--- src/rtl/regfile_sb_pkg.sv ---
// Shared defaults and index/data types for the scoreboarded register file.
package regfile_sb_pkg;
    localparam int DEF_WIDTH = 32;
    localparam int DEF_NREGS = 32;
    localparam int DEF_NREAD = 2;
    localparam int DEF_IDXW  = $clog2(DEF_NREGS);

    typedef logic [DEF_IDXW-1:0]  reg_idx_t;
    typedef logic [DEF_WIDTH-1:0] data_word_t;
endpackage

--- src/rtl/regfile_sb_scoreboard.sv ---
// Per-register pending tracking: the issue handshake, busy flags per read port,
// and a registered count of outstanding producers.
module regfile_sb_scoreboard
    import regfile_sb_pkg::*;
#(
    parameter  int NREGS = DEF_NREGS,
    parameter  int NREAD = DEF_NREAD,
    localparam int IDXW  = $clog2(NREGS)
) (
    input  logic                       clk,
    input  logic                       rst,
    input  logic [NREAD-1:0][IDXW-1:0] rd_idx,
    output logic [NREAD-1:0]           rd_busy,
    input  logic                       iss_valid,
    input  logic [IDXW-1:0]            iss_idx,
    output logic                       iss_ready,
    input  logic                       wb_en,
    input  logic [IDXW-1:0]            wb_idx,
    output logic [IDXW:0]              pend_cnt
);
    localparam logic [IDXW:0] CNT_ONE = 1;

    logic [NREGS-1:0] pend_q, pend_d;
    logic [IDXW:0]    pend_cnt_q, pend_cnt_d;
    logic             iss_set, wb_clr;

    always_comb begin
        iss_ready = !rst && iss_valid &&
                    (iss_idx == '0 || !pend_q[iss_idx] || (wb_en && wb_idx == iss_idx));
        iss_set   = iss_ready && iss_idx != '0;
        wb_clr    = wb_en && wb_idx != '0 && pend_q[wb_idx];

        // Set applied after clear so a same-index claim leaves the bit at 1.
        pend_d = pend_q;
        if (wb_clr)  pend_d[wb_idx]  = 1'b0;
        if (iss_set) pend_d[iss_idx] = 1'b1;

        // A set on a pending index always coincides with a clear of it, so
        // set/clear imbalance alone tracks popcount.
        pend_cnt_d = pend_cnt_q;
        if (iss_set && !wb_clr)      pend_cnt_d = pend_cnt_q + CNT_ONE;
        else if (wb_clr && !iss_set) pend_cnt_d = pend_cnt_q - CNT_ONE;
    end

    always_comb begin
        rd_busy = '0;
        for (int i = 0; i < NREAD; i++)
            rd_busy[i] = pend_q[rd_idx[i]] && !(wb_en && wb_idx == rd_idx[i]);
    end

    always_ff @(posedge clk) begin
        if (rst) begin
            pend_q     <= '0;
            pend_cnt_q <= '0;
        end else begin
            pend_q     <= pend_d;
            pend_cnt_q <= pend_cnt_d;
        end
    end

    assign pend_cnt = pend_cnt_q;
endmodule

--- src/rtl/regfile_sb.sv ---
// Parametrised register file (index 0 hardwired to zero) with writeback bypass
// on every read port and an integrated RAW scoreboard.
module regfile_sb
    import regfile_sb_pkg::*;
#(
    parameter  int WIDTH = DEF_WIDTH,
    parameter  int NREGS = DEF_NREGS,
    parameter  int NREAD = DEF_NREAD,
    localparam int IDXW  = $clog2(NREGS)
) (
    input  logic                        clk,
    input  logic                        rst,
    input  logic [NREAD-1:0][IDXW-1:0]  rd_idx,
    output logic [NREAD-1:0][WIDTH-1:0] rd_data,
    output logic [NREAD-1:0]            rd_busy,
    input  logic                        iss_valid,
    input  logic [IDXW-1:0]             iss_idx,
    output logic                        iss_ready,
    input  logic                        wb_en,
    input  logic [IDXW-1:0]             wb_idx,
    input  logic [WIDTH-1:0]            wb_data,
    output logic [IDXW:0]               pend_cnt
);
    logic [NREGS-1:0][WIDTH-1:0] data_q, data_d;

    always_comb begin
        data_d = data_q;
        if (wb_en && wb_idx != '0) data_d[wb_idx] = wb_data;
    end

    always_ff @(posedge clk) begin
        if (rst) data_q <= '0;
        else     data_q <= data_d;
    end

    always_comb begin
        rd_data = '0;
        for (int i = 0; i < NREAD; i++) begin
            if (rd_idx[i] == '0)                       rd_data[i] = '0;
            else if (wb_en && wb_idx == rd_idx[i])     rd_data[i] = wb_data;
            else                                       rd_data[i] = data_q[rd_idx[i]];
        end
    end

    regfile_sb_scoreboard #(
        .NREGS (NREGS),
        .NREAD (NREAD)
    ) u_sb (
        .clk       (clk),
        .rst       (rst),
        .rd_idx    (rd_idx),
        .rd_busy   (rd_busy),
        .iss_valid (iss_valid),
        .iss_idx   (iss_idx),
        .iss_ready (iss_ready),
        .wb_en     (wb_en),
        .wb_idx    (wb_idx),
        .pend_cnt  (pend_cnt)
    );
endmodule
--- config.mk ---
export PLATFORM = sky130hd
export DESIGN_NAME = regfile_sb
export DESIGN_NICKNAME = d
export VERILOG_FILES = /design/src/rtl/regfile_sb_pkg.sv /design/src/rtl/regfile_sb_scoreboard.sv /design/src/rtl/regfile_sb.sv
export SDC_FILE = /design/constraint.sdc
export NUM_CORES = 2
export LEC_CHECK = 0
export ABC_AREA = 1
export BUFFER_PORTS_ARGS = -buffer_cell sky130_fd_sc_hd__clkbuf_2
export CAP_MARGIN = 15
export CELL_PAD_IN_SITES_DETAIL_PLACEMENT = 0
export CELL_PAD_IN_SITES_GLOBAL_PLACEMENT = 1
export CORE_ASPECT_RATIO = 1.4
export CORE_MARGIN = 2
export CORE_UTILIZATION = 35
export DETAILED_ROUTE_END_ITERATION = 7
export PLACE_DENSITY = 0.66
export SYNTH_ARGS = -nofsm -noshare
export SYNTH_HDL_FRONTEND = slang
export SYNTH_SLANG_ARGS = --single-unit
--- constraint.sdc ---
create_clock -name clk -period 4.48 [get_ports clk]
set_input_delay 0.896 -clock clk [delete_from_list [all_inputs] [get_ports clk]]
set_output_delay 0.896 -clock clk [all_outputs]
set_load 0.01 [all_outputs]
==> metrics.md <==
| Metric | Value |
|---|---|
| Max Freq | 0.241 GHz |
| RSZ-0062 raised after global routing | no |
| H-Tree Depth | 3 |
| DRC | 0 |
| Syn Inst Count | 8478 |
| Critical path fanouts, max | 12 |
| Post-route cell area | 63800 um^2 |
| Post-DP Area | 59600 um^2 |
| CP delay by family, top | buffers and inverters |
| Clock Skews | 0.0143 ns |
| Crit path DAT | 3.25 ns |
| Vias per cell | 5.96 |
| Clock Path Buffers | 3 |
| Period utilization | 0.925 |
| Setup CP Type | in2out |
| YS warnings | 0 |
| Drt total wl | 272000 um |
| RR Endpoint | u_sb.pend_cnt[5]$_SDFFE_PP0P_ |
| Vias in the first global route | 57072 |
| DR vias | 61226 |
| Standard-cell rows | 175 |
| 1st-iter DRT viols | 6341 |
| Syn Nets | 8540 |
| Cts hold-fix bufs | 0 |
| Compound-Gate Fraction of Synth Area | 0.351 |
| Port bufs | 128 |
| Fin Setup TNS | 0 ns |
| Initial antenna violation count | 10 |
| Largest net degree at the start of global routing | 189 |
| # resized after CTS | 0 |
| Final Wtd Congestion | 0.913 |
| Clock power share | 0.456 |
| Fin cells | 10277 |
| Crit path buf inv count | 6 |
| R2R Path Start | u_sb.pend_q[20]$_SDFF_PP0_ |
| Total Power | 0.0235 W |
| R2r setup slk | 1.52 ns |
| Dpl hpwl | 153000 um |
| Internal | 0.0167 W |
| FF-to-FF path depth | 20 |
| Seq cells post-synth | 1062 |
| Sw power | 0.00679 W |
| Pleak | 23.1 nW |
| Placed Cells | 10055 |
| Worst vdd ir | 0.342 mV |
| Die area | 166000 um^2 |
| WHS | 0.433 ns |
| Switch share | 0.289 |
| Simple-Gate Fraction of Synth Area | 0.164 |
| Die H | 481 um |
| CP endpoint | rd_data[14] |
| Worst Path Required | 3.58 ns |
| Total GRT Usage | 0.319 |
| Cell mode on critical path | clkbuf_2 |
| Sequential area share after synthesis | 0.374 |
| CTS Buf Count | 117 |
| Maxcap violations | 0 |
| Slew Limit Fails | 0 |
| PwrDens | 368 nW/um^2 |
| CTS tree | done |
| Final Hold Vio Count | 0 |
| Syn Area/Cell | 6.71 um^2 |
| Setup crit start | wb_idx[0] |
| Synth Area in Adders | 0.00145 |
| Multiplexer share of the synthesized area | 0 |
| Main combinational cell family by area after synthesis | compound AO/OA/AOI/OAI gates |
| Stages on the worst setup path | 11 |
| Fin crit period | 4.15 ns |
| First-pass GRT wire length | 395000 um |
| Relative slew slack | 0.304 |
| Sink Count | 1062 |
| Routed len/inst | 26.4 um |
| Core Region | 162000 um^2 |
| Post-Synth XOR/XNOR Area | 0.00108 |
| Worst Hold Class | reg2reg |
| Slew of the pin with the lowest slew margin | 1.04 ns |
| Status | complete, no violations |
| Layout net count | 8113 |
| Comb power frac | 0.134 |
| Largest stage delay, worst path | 0.56 ns |
| Post-synth cell types | 33 |
| Horiz. Die Dim | 345 um |
| Worst skew pair latency | 0.77 ns |
| CP Capture Type | output port |
| Post-CTS setup buffers | 0 |
| Layout cells sized above 1 | 0.0799 |
| Crit-path slowest cell | clkinv_1 |
| Layout area overhead | 12.2% |
| Post-Syn Area | 56900 um^2 |
| Sequential power share | 0.410 |
| Final ANT Viol Nets | 0 |
| DR pass1 iterations | 6 |
| Startpoint type of the worst setup path | input pin |
| Setup violations, final | 0 |
| Clock slew at reported path FFs | 0.06 ns |
| Ordered cell list for the critical path | clkbuf_2 -> buf_4 -> o22ai_1 -> nor2_1 -> nand3_4 -> clkinv_1 -> buf_12 -> a21oi_1 -> nand2_1 -> inv_1 -> clkbuf_2 |
| CTS root buf | clkbuf_16 |
| Starting Density | 0.351 |
| Grt total ovfl | 0 |
| I/O Pins | 129 |
| FILL cells | 17076 |
worst min path at each step:
stage | startpoint | to | slack, ns | depth (start not counted)
after floorplan | data_q[0]$_SDFFE_PP0P_ | data_q[0]$_SDFFE_PP0P_ | 0.41 | 2
after detailed placement | data_q[25]$_SDFFE_PP0P_ | data_q[25]$_SDFFE_PP0P_ | 0.42 | 2
after global routing | data_q[17]$_SDFFE_PP0P_ | data_q[17]$_SDFFE_PP0P_ | 0.44 | 2
after global placement | data_q[14]$_SDFFE_PP0P_ | data_q[14]$_SDFFE_PP0P_ | 0.42 | 2
final | data_q[7]$_SDFFE_PP0P_ | data_q[7]$_SDFFE_PP0P_ | 0.43 | 2
after CTS | data_q[14]$_SDFFE_PP0P_ | data_q[14]$_SDFFE_PP0P_ | 0.43 | 2
area by class of cell:
type / count / area [um^2] / share of cell area
multi-input combinational: 5862 / 29600 / 0.464
sequential: 1062 / 21300 / 0.333
timing repair buffer: 372 / 3630 / 0.0569
clock buffer: 170 / 3460 / 0.0542
tap: 2124 / 2660 / 0.0417
inverter: 636 / 2420 / 0.0379
clock inverter: 48 / 727 / 0.0114
antenna: 3 / 7.51 / 0.000118
cell usage after synthesis:
| cell type | n | share of area |
|---|---|---|
| dfxtp_1 | 1062 | 0.37 |
| nand3_1 | 895 | 0.079 |
| o21ai_0 | 1602 | 0.14 |
| inv_1 | 609 | 0.040 |
| nor3_4 | 1 | 0.00029 |
| nand3_2 | 1 | 0.00018 |
| a221oi_2 | 2 | 0.00053 |
| fa_1 | 1 | 0.00035 |
| buf_4 | 10 | 0.0013 |
| o221ai_1 | 11 | 0.0017 |
| clkinv_1 | 7 | 0.00046 |
| a221oi_1 | 1 | 0.00015 |
| xnor2_1 | 1 | 0.00015 |
| buf_1 | 86 | 0.0057 |
| ha_1 | 5 | 0.0011 |
| o22ai_1 | 10 | 0.0011 |
| nor3_2 | 5 | 0.00088 |
| nor2_4 | 4 | 0.00079 |
| nor3_1 | 14 | 0.0012 |
| buf_2 | 275 | 0.024 |
| nand2_1 | 875 | 0.058 |
| clkbuf_1 | 547 | 0.036 |
| o21ai_1 | 1 | 0.000088 |
| o2111ai_1 | 3 | 0.00046 |
| o211ai_1 | 424 | 0.056 |
| a31oi_1 | 11 | 0.0012 |
| nand4_1 | 54 | 0.0059 |
| a211oi_1 | 34 | 0.0045 |
| a21oi_1 | 1634 | 0.14 |
| nor2_2 | 6 | 0.00066 |
| nor2_1 | 261 | 0.017 |
| xor2_1 | 6 | 0.00092 |
| inv_2 | 20 | 0.0013 |
state kept, by name, indices dropped and copies added, names as in the netlist:
signal         count
u_sb.pend_q       32
u_sb.pend_cnt      6
data_q          1024
through the flow:
step | util | setup WS, ns
3_3_place_gp | 0.368 | 0.296
2_1_floorplan | - | 1.08
3_5_place_dp | 0.368 | 0.356
5_1_grt | 0.394 | 0.222
4_1_cts | 0.394 | 0.343
6_report | 0.394 | 0.335
worst min-delay path, cell delays in order, from the launching register on:
cell	delay, ns
dfxtp_1	0.31
inv_1	0.05
nor2_1	0.03
power by group through the flow:
| stage | logic (W) | registers (W) | clock network [W] |
|---|---|---|---|
| global route | 0.00337 | 0.00964 | 0.0112 |
| detailed placement | 0.00309 | 0.00983 | 0 |
| global placement | 0.00308 | 0.00983 | 0 |
| CTS | 0.00310 | 0.00962 | 0.0108 |
| floorplan | 0.00186 | 0.00982 | 0 |
| finish | 0.00315 | 0.00963 | 0.0107 |
cell usage in the layout (no fill, tap or decap), types with 3 or more instances in the layout:
cell type     n
a211oi_1     34
a21oi_1    1634
a31oi_1      11
buf_12       86
buf_4       161
buf_8         6
bufinv_16    16
clkbuf_1     21
clkbuf_16   118
clkbuf_2    117
clkbuf_8     31
clkinv_1      5
clkinv_2     23
dfxtp_1    1062
diode_2       3
ha_1          5
inv_1       602
inv_2        21
inv_6         6
nand2_1     867
nand2_2       5
nand2_4       3
nand3_1     894
nand4_1      54
nor2_1      236
nor2_2        9
nor2_4       26
nor3_1       14
nor3_2        5
o2111ai_1     3
o211ai_1    424
o21ai_0    1602
o221ai_1     11
o22ai_1      10
xor2_1        6
kinds of logic (layout without fill, tap and decap cells):
family / count (synthesis) / after routing
buf+inv: 1554 / 1226
compound gates: 3733 / 3733
flops: 1062 / 1062
simple gates: 2116 / 2116
fa+ha+maj: 6 / 6
xor+xnor: 7 / 7
other cells: 0 / 3
routing by layer:
layer / GRT usage / share of wire
met1: 0.409 / 0.41
met2: 0.518 / 0.46
met3: 0.0468 / 0.076
met4: 0.160 / 0.055
met5: 0 / 0.00011
(Power assumes the default switching activity.)
